<file path="config.mk">
export PLATFORM = sky130hd
export DESIGN_NAME = sprite_motion
export DESIGN_NICKNAME = d
export VERILOG_FILES = /design/src/rtl/sprite_motion_pkg.sv /design/src/rtl/sprite_motion_pulse_sync.sv /design/src/rtl/sprite_motion.sv
export SDC_FILE = /design/constraint.sdc
export NUM_CORES = 1
export LEC_CHECK = 0
export ABC_AREA = 1
export CORE_AREA = 5 5 112 104
export DETAILED_ROUTE_END_ITERATION = 16
export DIE_AREA = 0 0 117 109
export PLACE_DENSITY = 0.89
export SYNTH_ARGS = -nofsm -noshare
export SYNTH_HDL_FRONTEND = slang
export SYNTH_SLANG_ARGS = --single-unit
</file>
<file path="constraint.sdc">
create_clock -name clk -period 3.2 [get_ports clk]
set_clock_uncertainty 0.15 [all_clocks]
set_input_delay 0.48 -clock clk [delete_from_list [all_inputs] [get_ports clk]]
set_output_delay 0.48 -clock clk [all_outputs]
set_load 0.02 [all_outputs]
</file>
<file path="src/rtl/sprite_motion_pkg.sv">
// Shared display definitions: FSM encoding, position type, screen defaults
// and the per-axis step/clamp rule used by the sprite mover.
package sprite_motion_pkg;

    localparam int SCREEN_W_DEFAULT = 800;
    localparam int SCREEN_H_DEFAULT = 480;

    localparam logic DIR_POS = 1'b0;
    localparam logic DIR_NEG = 1'b1;

    typedef enum logic [1:0] {
        IDLE,
        STEP_X,
        STEP_Y,
        PUBLISH
    } motion_state_t;

    typedef logic signed [15:0] pos_t;

    typedef struct packed {
        pos_t pos;
        logic dir;
        logic bounce;
    } axis_step_t;

    // 17-bit arithmetic so a step past either wall is seen before it can wrap.
    function automatic axis_step_t step_axis(input pos_t pos, input logic dir,
                                             input logic [3:0] speed, input pos_t max_pos);
        logic signed [16:0] cur;
        logic signed [16:0] delta;
        logic signed [16:0] lim;
        logic signed [16:0] nxt;
        axis_step_t res;
        cur = {pos[15], pos};
        delta = {13'd0, speed};
        lim = {max_pos[15], max_pos};
        nxt = (dir == DIR_NEG) ? cur - delta : cur + delta;
        res.pos = pos;
        res.dir = dir;
        res.bounce = 1'b0;
        if (nxt <= 17'sd0) begin
            res.pos = '0;
            res.dir = DIR_POS;
            res.bounce = (dir == DIR_NEG);
        end else if (nxt >= lim) begin
            res.pos = max_pos;
            res.dir = DIR_NEG;
            res.bounce = (dir == DIR_POS);
        end else begin
            res.pos = nxt[15:0];
        end
        return res;
    endfunction

endpackage

</file>
<file path="src/rtl/sprite_motion_pulse_sync.sv">
// Two-flop synchronizer plus rising-edge detector producing a one-cycle
// pulse in the clk domain from a level/pulse in another clock domain.
module pulse_sync (
    input  logic clk,
    input  logic reset,
    input  logic async_in,
    output logic pulse
);

    logic sync1;
    logic sync2;
    logic prev;
    logic [1:0] valid;

    // prev is held high until sync2 carries real samples, so a level already
    // high at reset release is not mistaken for a fresh edge.
    always_ff @(posedge clk or negedge reset) begin
        if (!reset) begin
            sync1 <= 1'b0;
            sync2 <= 1'b0;
            prev  <= 1'b1;
            valid <= 2'b00;
        end else begin
            sync1 <= async_in;
            sync2 <= sync1;
            valid <= {valid[0], 1'b1};
            prev  <= valid[1] ? sync2 : 1'b1;
        end
    end

    assign pulse = valid[1] & sync2 & ~prev;

endmodule

</file>
<file path="src/rtl/sprite_motion.sv">
// Bouncing sprite position generator: one step per display frame, with both
// offsets published together so the display never sees a half-updated pair.
module sprite_motion
    import sprite_motion_pkg::*;
#(
    parameter int SCREEN_W  = SCREEN_W_DEFAULT,
    parameter int SCREEN_H  = SCREEN_H_DEFAULT,
    parameter int SPRITE_SZ = 64,
    parameter int INIT_X    = 123,
    parameter int INIT_Y    = 234
) (
    input  logic        clk,
    input  logic        reset,
    input  logic        frame_int,
    input  logic [3:0]  speed_x,
    input  logic [3:0]  speed_y,
    input  logic        pause,
    output logic [15:0] offset_x,
    output logic [15:0] offset_y,
    output logic        update,
    output logic        bounce_x,
    output logic        bounce_y,
    output logic        corner,
    output logic        overrun
);

    localparam pos_t MAX_X  = pos_t'(SCREEN_W - SPRITE_SZ);
    localparam pos_t MAX_Y  = pos_t'(SCREEN_H - SPRITE_SZ);
    localparam pos_t START_X = pos_t'(INIT_X);
    localparam pos_t START_Y = pos_t'(INIT_Y);

    logic tick;
    motion_state_t state;
    pos_t x;
    pos_t y;
    logic dir_x;
    logic dir_y;
    logic [3:0] sx;
    logic [3:0] sy;
    logic bx_pend;
    logic by_pend;
    axis_step_t next_x;
    axis_step_t next_y;

    pulse_sync u_frame_sync (
        .clk      (clk),
        .reset    (reset),
        .async_in (frame_int),
        .pulse    (tick)
    );

    always_comb begin
        next_x = step_axis(x, dir_x, sx, MAX_X);
        next_y = step_axis(y, dir_y, sy, MAX_Y);
    end

    // x/y are working copies; offsets only follow them in PUBLISH.
    always_ff @(posedge clk or negedge reset) begin
        if (!reset) begin
            state    <= IDLE;
            x        <= START_X;
            y        <= START_Y;
            dir_x    <= DIR_POS;
            dir_y    <= DIR_POS;
            sx       <= '0;
            sy       <= '0;
            bx_pend  <= 1'b0;
            by_pend  <= 1'b0;
            offset_x <= START_X;
            offset_y <= START_Y;
            update   <= 1'b0;
            bounce_x <= 1'b0;
            bounce_y <= 1'b0;
            corner   <= 1'b0;
            overrun  <= 1'b0;
        end else begin
            update   <= 1'b0;
            bounce_x <= 1'b0;
            bounce_y <= 1'b0;
            corner   <= 1'b0;
            if (tick && state != IDLE) begin
                overrun <= 1'b1;
            end
            case (state)
                IDLE: begin
                    if (tick) begin
                        sx <= speed_x;
                        sy <= speed_y;
                        if (!pause) begin
                            state <= STEP_X;
                        end
                    end
                end
                STEP_X: begin
                    x       <= next_x.pos;
                    dir_x   <= next_x.dir;
                    bx_pend <= next_x.bounce;
                    state   <= STEP_Y;
                end
                STEP_Y: begin
                    y       <= next_y.pos;
                    dir_y   <= next_y.dir;
                    by_pend <= next_y.bounce;
                    state   <= PUBLISH;
                end
                PUBLISH: begin
                    offset_x <= x;
                    offset_y <= y;
                    update   <= 1'b1;
                    bounce_x <= bx_pend;
                    bounce_y <= by_pend;
                    corner   <= bx_pend & by_pend;
                    state    <= IDLE;
                end
                default: state <= IDLE;
            endcase
        end
    end

endmodule
</file>
==> impl_metrics.py, run 1 <==
metrics = {
    "status": {
        "status": "finished, violations left",
        "failed_checks": "negative setup slack",
    },
    "floorplan": {
        "die-width_um": 117,
        "die_y_um": 109,
        "initial_utilization_pct": 56.7,
        "io_pins": 49,
        "core_area_sq_um": 10500,
        "die-area_sq_um": 12800,
        "num_rows": 36,
    },
    "hold_path": {
        "min_from": "u_frame_sync.sync1",
        "hold_path_end": "u_frame_sync.sync2",
        "hold_depth": 0,
        "hold_path_class": "flop to flop",
    },
    "yosys": {
        "seq_area_frac_synth_pct": 37.7,
        "postSynthAreaPerCell_sq_um": 7.21,
        "synth_area_leaders": "dfrtp_1, nand2_1, dfstp_2, ha_1, inv_1",
        "ys_warn_count": 0,
        "synth_seq_cells": 88,
        "synth-edff-count": 0,
        "syn_nets": 878,
        "synthArstFlopShare_pct": 100,
        "synthesis.area_sq_um": 5920,
        "syn_inst": 822,
        "yosysTopAreaCell": "dfrtp_1",
        "ys_types": 40,
        "synth_ff_type": "dfrtp_1",
        "synth_top_area_share_pct": 27.5,
    },
    "final_layout": {
        "layout.area.seq_sq_um": 2230,
        "num-fill-cells": 720,
        "multiInputGateArea_sq_um": 3760,
        "final_cell_mix": "nand2_1, inv_1, dfrtp_1, nor2_1",
        "syn2layout_area_growth_pct": 31.4,
        "nets": 966,
        "fin_util_pct": 74.5,
        "diodes": 0,
        "layout_commonest_cell": "nand2_1",
        "drive_above_1_share_pct": 26.0,
    },
    "placement": {
        "portBuffers": 48,
        "gp_congestion": 0.960,
        "hpwl_um": 10800,
        "post-place-ws_ns": -0.112,
    },
    "power_and_ir_drop": {
        "p_switching_w": 0.00455,
        "power_frac_clock_pct": 11.3,
        "share_comb_of_total_power_pct": 68.6,
        "ir_worst_vdd_v": 0.000700,
        "seqPwrFrac_pct": 20.1,
        "p_total_w": 0.00909,
        "p_int_w": 0.00453,
        "switching_share_pct": 50.1,
        "p_leak_nw": 4.04,
        "power_density_nw_per_um2": 1170,
    },
    "global_routing": {
        "grt-ovfl-total": 0,
        "antenna_found_initial": 0,
        "grt_max_degree": 48,
        "grt_first_pass_wirelength_um": 24600,
        "grt_pass1_vias": 5154,
        "track_usage_pct": 24.6,
    },
    "setup_path": {
        "end_kind": "flop",
        "critical_path_arrival_ns": 3.43,
        "cp-start-kind": "flop",
        "rr_endpoint": "x[4]",
        "required_ns": 3.34,
        "crit_type": "flop to flop",
        "r2r-start": "sx[1]",
        "reg2reg_slack_ns": -0.09,
        "critical_path.max_fanout": 7,
        "r2r.worst_path.cells": 21,
    },
    "sta": {
        "period_share_pct": 103,
        "fmax_ghz": 0.304,
        "tightest_slew_ns": 0.632,
        "maxSlewHeadroom_pct": 57.8,
        "setup_viol": 12,
        "fin_crit_ns": 3.29,
        "drv_slew": 0,
        "fin_ws_ns": -0.0876,
        "hold_viol": 0,
    },
    "clock_tree": {
        "cts.sinks": 88,
        "cts_root_buffer": "clkbuf_16",
        "cts_max_path_buffers": 2,
        "clock_latency_ns": 0.35,
        "htreeDepth": 3,
        "cts_tree": "built",
        "cts_inserted_buffers": 9,
        "clk_pin_slew_ns": 0.07,
    },
    "drt": {
        "drt_iter0_drc": 597,
        "drt_pass1_iterations": 5,
        "routed_wl_um": 17400,
        "vias": 5818,
        "routed_via_density": 5.55,
        "route.detailed.drc": 0,
        "wl_per_cell_um": 16.6,
        "final_antenna_net_count": 0,
    },
    "run": {
        "maxCapViolCount": 0,
    },
}
==> synth_stat cells (3+ instances only) <==
cell,number
nor3_1,8
nand3b_1,5
nand3_1,61
mux2_2,18
a21oi_1,40
o21ai_0,5
inv_1,131
dfrtp_1,65
dfstp_2,23
a21oi_2,3
and2_1,5
a22oi_1,3
clkbuf_1,7
ha_1,42
nand2_1,276
or2_2,3
nor2_1,75
nand4_1,14
xor2_1,7
o21ai_1,3
==> through the flow <==
step | std cells | area (sq um) | hold WS (ns) | setup TNS, ns
5_1_grt | 1048 | 7790 | 0.215 | -2.87
4_1_cts | 1030 | 7020 | 0.201 | 0
3_3_place_gp | 1010 | 6660 | 0.185 | -0.322
6_report | 1048 | 7790 | 0.202 | -0.682
3_5_place_dp | 1010 | 6660 | 0.187 | -0.498
2_1_floorplan | 822 | 5920 | 0.0344 | 0
==> worst max path at each step <==
stage	from	to	slack (ns)	cells after the start
5_1_grt	sx[1]	x[8]	-0.24	21
6_report	sx[1]	x[4]	-0.09	21
3_5_place_dp	sx[0]	x[9]	-0.11	20
3_3_place_gp	sx[1]	x[5]	-0.09	20
4_1_cts	sx[0]	x[8]	0.02	22
2_1_floorplan	sx[0]	x[9]	0.33	21
==> state kept, by name, summed over array words and instances (netlist names), 2 cells and up <==
| name | cells |
|---|---|
| state | 2 |
| u_frame_sync.valid | 2 |
| x | 16 |
| sx | 4 |
| y | 16 |
| sy | 4 |
| offset_x | 16 |
| offset_y | 16 |
==> critical path, stage by stage (launching register included) <==
cell,delay (ns)
dfrtp_1,0.41
inv_2,0.12
ha_4,0.16
inv_2,0.04
or2_4,0.27
o21ai_4,0.20
buf_12,0.18
ha_4,0.23
nand2_2,0.11
nor2_1,0.06
nand2_1,0.11
nand3_2,0.11
nand2_1,0.14
nand2_1,0.09
nand3_1,0.11
nand2_1,0.08
a21oi_2,0.16
nand2_2,0.09
nand2_4,0.12
buf_6,0.14
nand3_2,0.09
nand2_1,0.07
==> logic make-up (layout without fill, tap and decap cells) <==
family          after synthesis  after routing  synth area share [%]
fa+ha+maj                    44             44                  9.55
xor+xnor                     10             10                  1.73
buf+inv                     148            240                  10.0
mux                          18             18                  3.42
flops                        88             88                  37.7
simple gates                454            455                  31.9
compound gates               59             59                  5.66
other cells                   1              1                0.0633
==> routing by layer <==
metal	wire length (um)	track usage, %	share of wire [%]	vias to the layer above
li1	-	-	-	2748
met1	7230	35.4	41	2705
met2	8050	37.4	46	303
met3	1530	4.83	8.8	62
met4	622	7.94	3.6	0
met5	0	0	0	-
==> layout make-up <==
type / instances / area share, %
clock inverters: 6 / 0.546
clock buffers: 10 / 3.07
well taps: 133 / 2.14
flip-flops and latches: 88 / 28.6
inverters: 132 / 6.39
multi-input cells: 587 / 48.2
repair buffers: 92 / 11.0
==> timing repair <==
| item | CTS | global route |
|---|---|---|
| hold buffers | 1 | 0 |
| gates resized for setup | 6 | 154 |
| pin swaps | 1 | 52 |
| setup buffers | 2 | 19 |
| hold endpoints to repair | 26 | 0 |
| cloned | 1 | 0 |
| setup endpoints to repair | 16 | 23 |
==> power by group through the flow <==
| stage | combinational (W) | sequential, W | clock, W |
|---|---|---|---|
| floorplan | 0.00306 | 0.00194 | 0 |
| global placement | 0.00453 | 0.00177 | 0 |
| detailed placement | 0.00460 | 0.00179 | 0 |
| CTS | 0.00475 | 0.00178 | 0.00103 |
| global route | 0.00673 | 0.00187 | 0.00108 |
| finish | 0.00623 | 0.00182 | 0.00103 |
Power figures use the tool's default switching activity.
==> run 2, diff against run 1 <==
--- a/config.mk
+++ b/config.mk
@@ -6,10 +6,10 @@
 export NUM_CORES = 1
 export LEC_CHECK = 0
 export ABC_AREA = 1
-export CORE_AREA = 5 5 112 104
+export CORE_AREA = 5 5 121 112
 export DETAILED_ROUTE_END_ITERATION = 16
-export DIE_AREA = 0 0 117 109
-export PLACE_DENSITY = 0.89
+export DIE_AREA = 0 0 126 117
+export PLACE_DENSITY = 0.79
 export SYNTH_ARGS = -nofsm -noshare
 export SYNTH_HDL_FRONTEND = slang
 export SYNTH_SLANG_ARGS = --single-unit
==> impl_metrics.py, run 2 (synthesized netlist as in run 1, its figures left out) <==
metrics = {
    "status": {
        "status": "finished, violations left",
        "failed_checks": "negative setup slack",
    },
    "sta": {
        "fin_crit_ns": 3.28,
        "fmax_ghz": 0.305,
        "rsz0062_at_grt": "true",
        "tightest_slew_ns": 0.772,
        "fin_ws_ns": -0.0800,
        "period_share_pct": 103,
        "setup_viol": 5,
        "tns_ns": -0.341,
        "drv_slew": 0,
        "maxSlewHeadroom_pct": 48.6,
        "hold_viol": 0,
        "whs_ns": 0.0326,
    },
    "setup_path": {
        "r2r-start": "sx[0]",
        "path_cells": "inv_2 -> ha_4 -> inv_2 -> or2_4 -> o21ai_4 -> buf_6 -> buf_6 -> ha_4 -> nand2_4 -> inv_1 -> nand2_1 -> nand2_1 -> a21oi_2 -> nand2_1 -> nand2_1 -> nand2_1 -> nand2_1 -> nor2_1 -> nand3_1 -> nand2_2 -> nor2_4 -> nand3_2 -> nand2_1",
        "critical_path_arrival_ns": 3.42,
        "crit_slowest_cell": "dfrtp_1",
        "cp_top_family": "simple AND/OR/NAND/NOR gates",
        "cp.buffers_inverters": 5,
        "required_ns": 3.34,
        "crit_type": "flop to flop",
        "crit_top_cell": "nand2_1",
        "end_kind": "flop",
        "critical_path.max_fanout": 5,
        "max_stage_delay_ns": 0.41,
        "crit_start": "sx[0]",
        "cp-start-kind": "flop",
    },
    "floorplan": {
        "num_rows": 39,
        "die-area_sq_um": 14700,
        "die_y_um": 117,
        "core_area_sq_um": 12300,
        "die-width_um": 126,
        "io_pins": 49,
        "initial_utilization_pct": 48.2,
    },
    "clock_tree": {
        "cts_max_path_buffers": 2,
        "cts_tree": "built",
        "htreeDepth": 3,
        "cts.sinks": 88,
        "cts_inserted_buffers": 9,
        "cts_root_buffer": "clkbuf_16",
        "clk_pin_slew_ns": 0.07,
        "clock_latency_ns": 0.36,
    },
    "power_and_ir_drop": {
        "p_leak_nw": 3.96,
        "seqPwrFrac_pct": 20.5,
        "share_comb_of_total_power_pct": 66.5,
        "p_switching_w": 0.00425,
        "p_int_w": 0.00459,
        "ir_worst_vdd_v": 0.000561,
        "switching_share_pct": 48.0,
        "power_density_nw_per_um2": 1140,
        "power_frac_clock_pct": 13.0,
    },
    "placement": {
        "post-place-ws_ns": -0.0609,
        "hpwl_um": 10600,
        "portBuffers": 48,
        "gp_congestion": 0.917,
    },
    "drt": {
        "routed_via_density": 5.18,
        "drt_pass1_iterations": 5,
        "wl_per_cell_um": 14.7,
        "routed_wl_um": 15800,
        "drt_iter0_drc": 404,
        "final_antenna_net_count": 0,
        "route.detailed.drc": 0,
        "vias": 5557,
    },
    "global_routing": {
        "grt_max_degree": 63,
        "grt_pass1_vias": 4978,
        "track_usage_pct": 19.9,
        "antenna_found_initial": 0,
        "grt-ovfl-total": 0,
        "grt_first_pass_wirelength_um": 23600,
    },
    "final_layout": {
        "syn2layout_area_growth_pct": 31.1,
        "fin_util_pct": 63.2,
        "diodes": 0,
        "layout_commonest_cell": "nand2_1",
        "final_cell_mix": "nand2_1, inv_1, dfrtp_1, nor2_1, nand3_1",
        "drive_above_1_share_pct": 25.4,
        "nets": 959,
    },
    "hold_path": {
        "hold_path_class": "input pin to asynchronous set/reset pin",
    },
    "run": {
        "maxCapViolCount": 0,
    },
}
## run 2: cell count changes in the layout (fill, tap and decap cells not counted), sizes merged
cell / previous run / this run
inv: 134 / 132
dlygate4sd3: 1 / 0
bufinv: 0 / 2
clkinv: 2 / 1
buf: 44 / 37
nand2: 278 / 279
clkbuf: 10 / 11
## run 2: cell type report
type                            instances  area, sq um
Fill cell                            1031         4530
Multi-Input combinational cell        588         3730
Sequential cell                        88         2230
Timing Repair Buffer                   84          782
Inverter                              132          495
Clock buffer                           11          243
Tap cell                              164          205
Clock inverter                          5         80.1
## run 2: worst register-to-register path, stage by stage (launching register included)
cell and delay (ns):
dfrtp_1 0.41, inv_2 0.11, ha_4 0.14, inv_2 0.03
or2_4 0.24, o21ai_4 0.25, buf_6 0.16, buf_6 0.11
ha_4 0.22, nand2_4 0.09, inv_1 0.05, nand2_1 0.06
nand2_1 0.07, a21oi_2 0.13, nand2_1 0.08, nand2_1 0.07
nand2_1 0.08, nand2_1 0.07, nor2_1 0.04, nand3_1 0.11
nand2_2 0.13, nor2_4 0.25, nand3_2 0.11, nand2_1 0.07
## run 2: repair_timing
| item | 4_1_cts | 5_1_grt |
|---|---|---|
| gates resized for setup | 2 | 158 |
| setup buffers | 2 | 17 |
| hold buffers | 0 | 0 |
| pin swaps | 1 | 43 |
| cloned | 0 | 2 |
| endpoints found under the setup margin | 10 | 23 |
## run 2: path summary, 6_finish.rpt
check / endpoint / slack (ns) / cells after the start
max: x[8] / -0.08 / 23
min: x[7] / 0.03 / 1
max reg2reg: x[8] / -0.08 / 23
min reg2reg: u_frame_sync.sync2 / 0.20 / 0
max in group asynchronous: y[3] / 2.06 / 2
min in group clk: u_frame_sync.sync2 / 0.20 / 0
## run 2: metal layers
layer  vias up  wire (um)  share of wire [%]  GRT usage, %
met2       187       7330                 46          31.0
met1      2599       7050                 45          27.7
met5         -          0                  0             0
met4         0        358                2.3          6.58
li1       2734          -                  -             -
met3        37       1040                6.6          4.58
## run 2: per-stage QoR
stage	area (sq um)	total power, W	std cells
global route	7770	0.00953	1072
global placement	6640	0.00624	1035
finish	7770	0.00884	1072
CTS	6990	0.00755	1053
floorplan	5920	0.00501	822
detailed placement	6640	0.00632	1035
## run 2: power groups by stage
stage | Clock (W) | Combinational (W) | Sequential, W
2_1_floorplan | 0 | 0.00306 | 0.00194
3_3_place_gp | 0 | 0.00446 | 0.00177
3_5_place_dp | 0 | 0.00453 | 0.00179
4_1_cts | 0.00117 | 0.00461 | 0.00178
5_1_grt | 0.00122 | 0.00644 | 0.00186
6_report | 0.00115 | 0.00589 | 0.00181
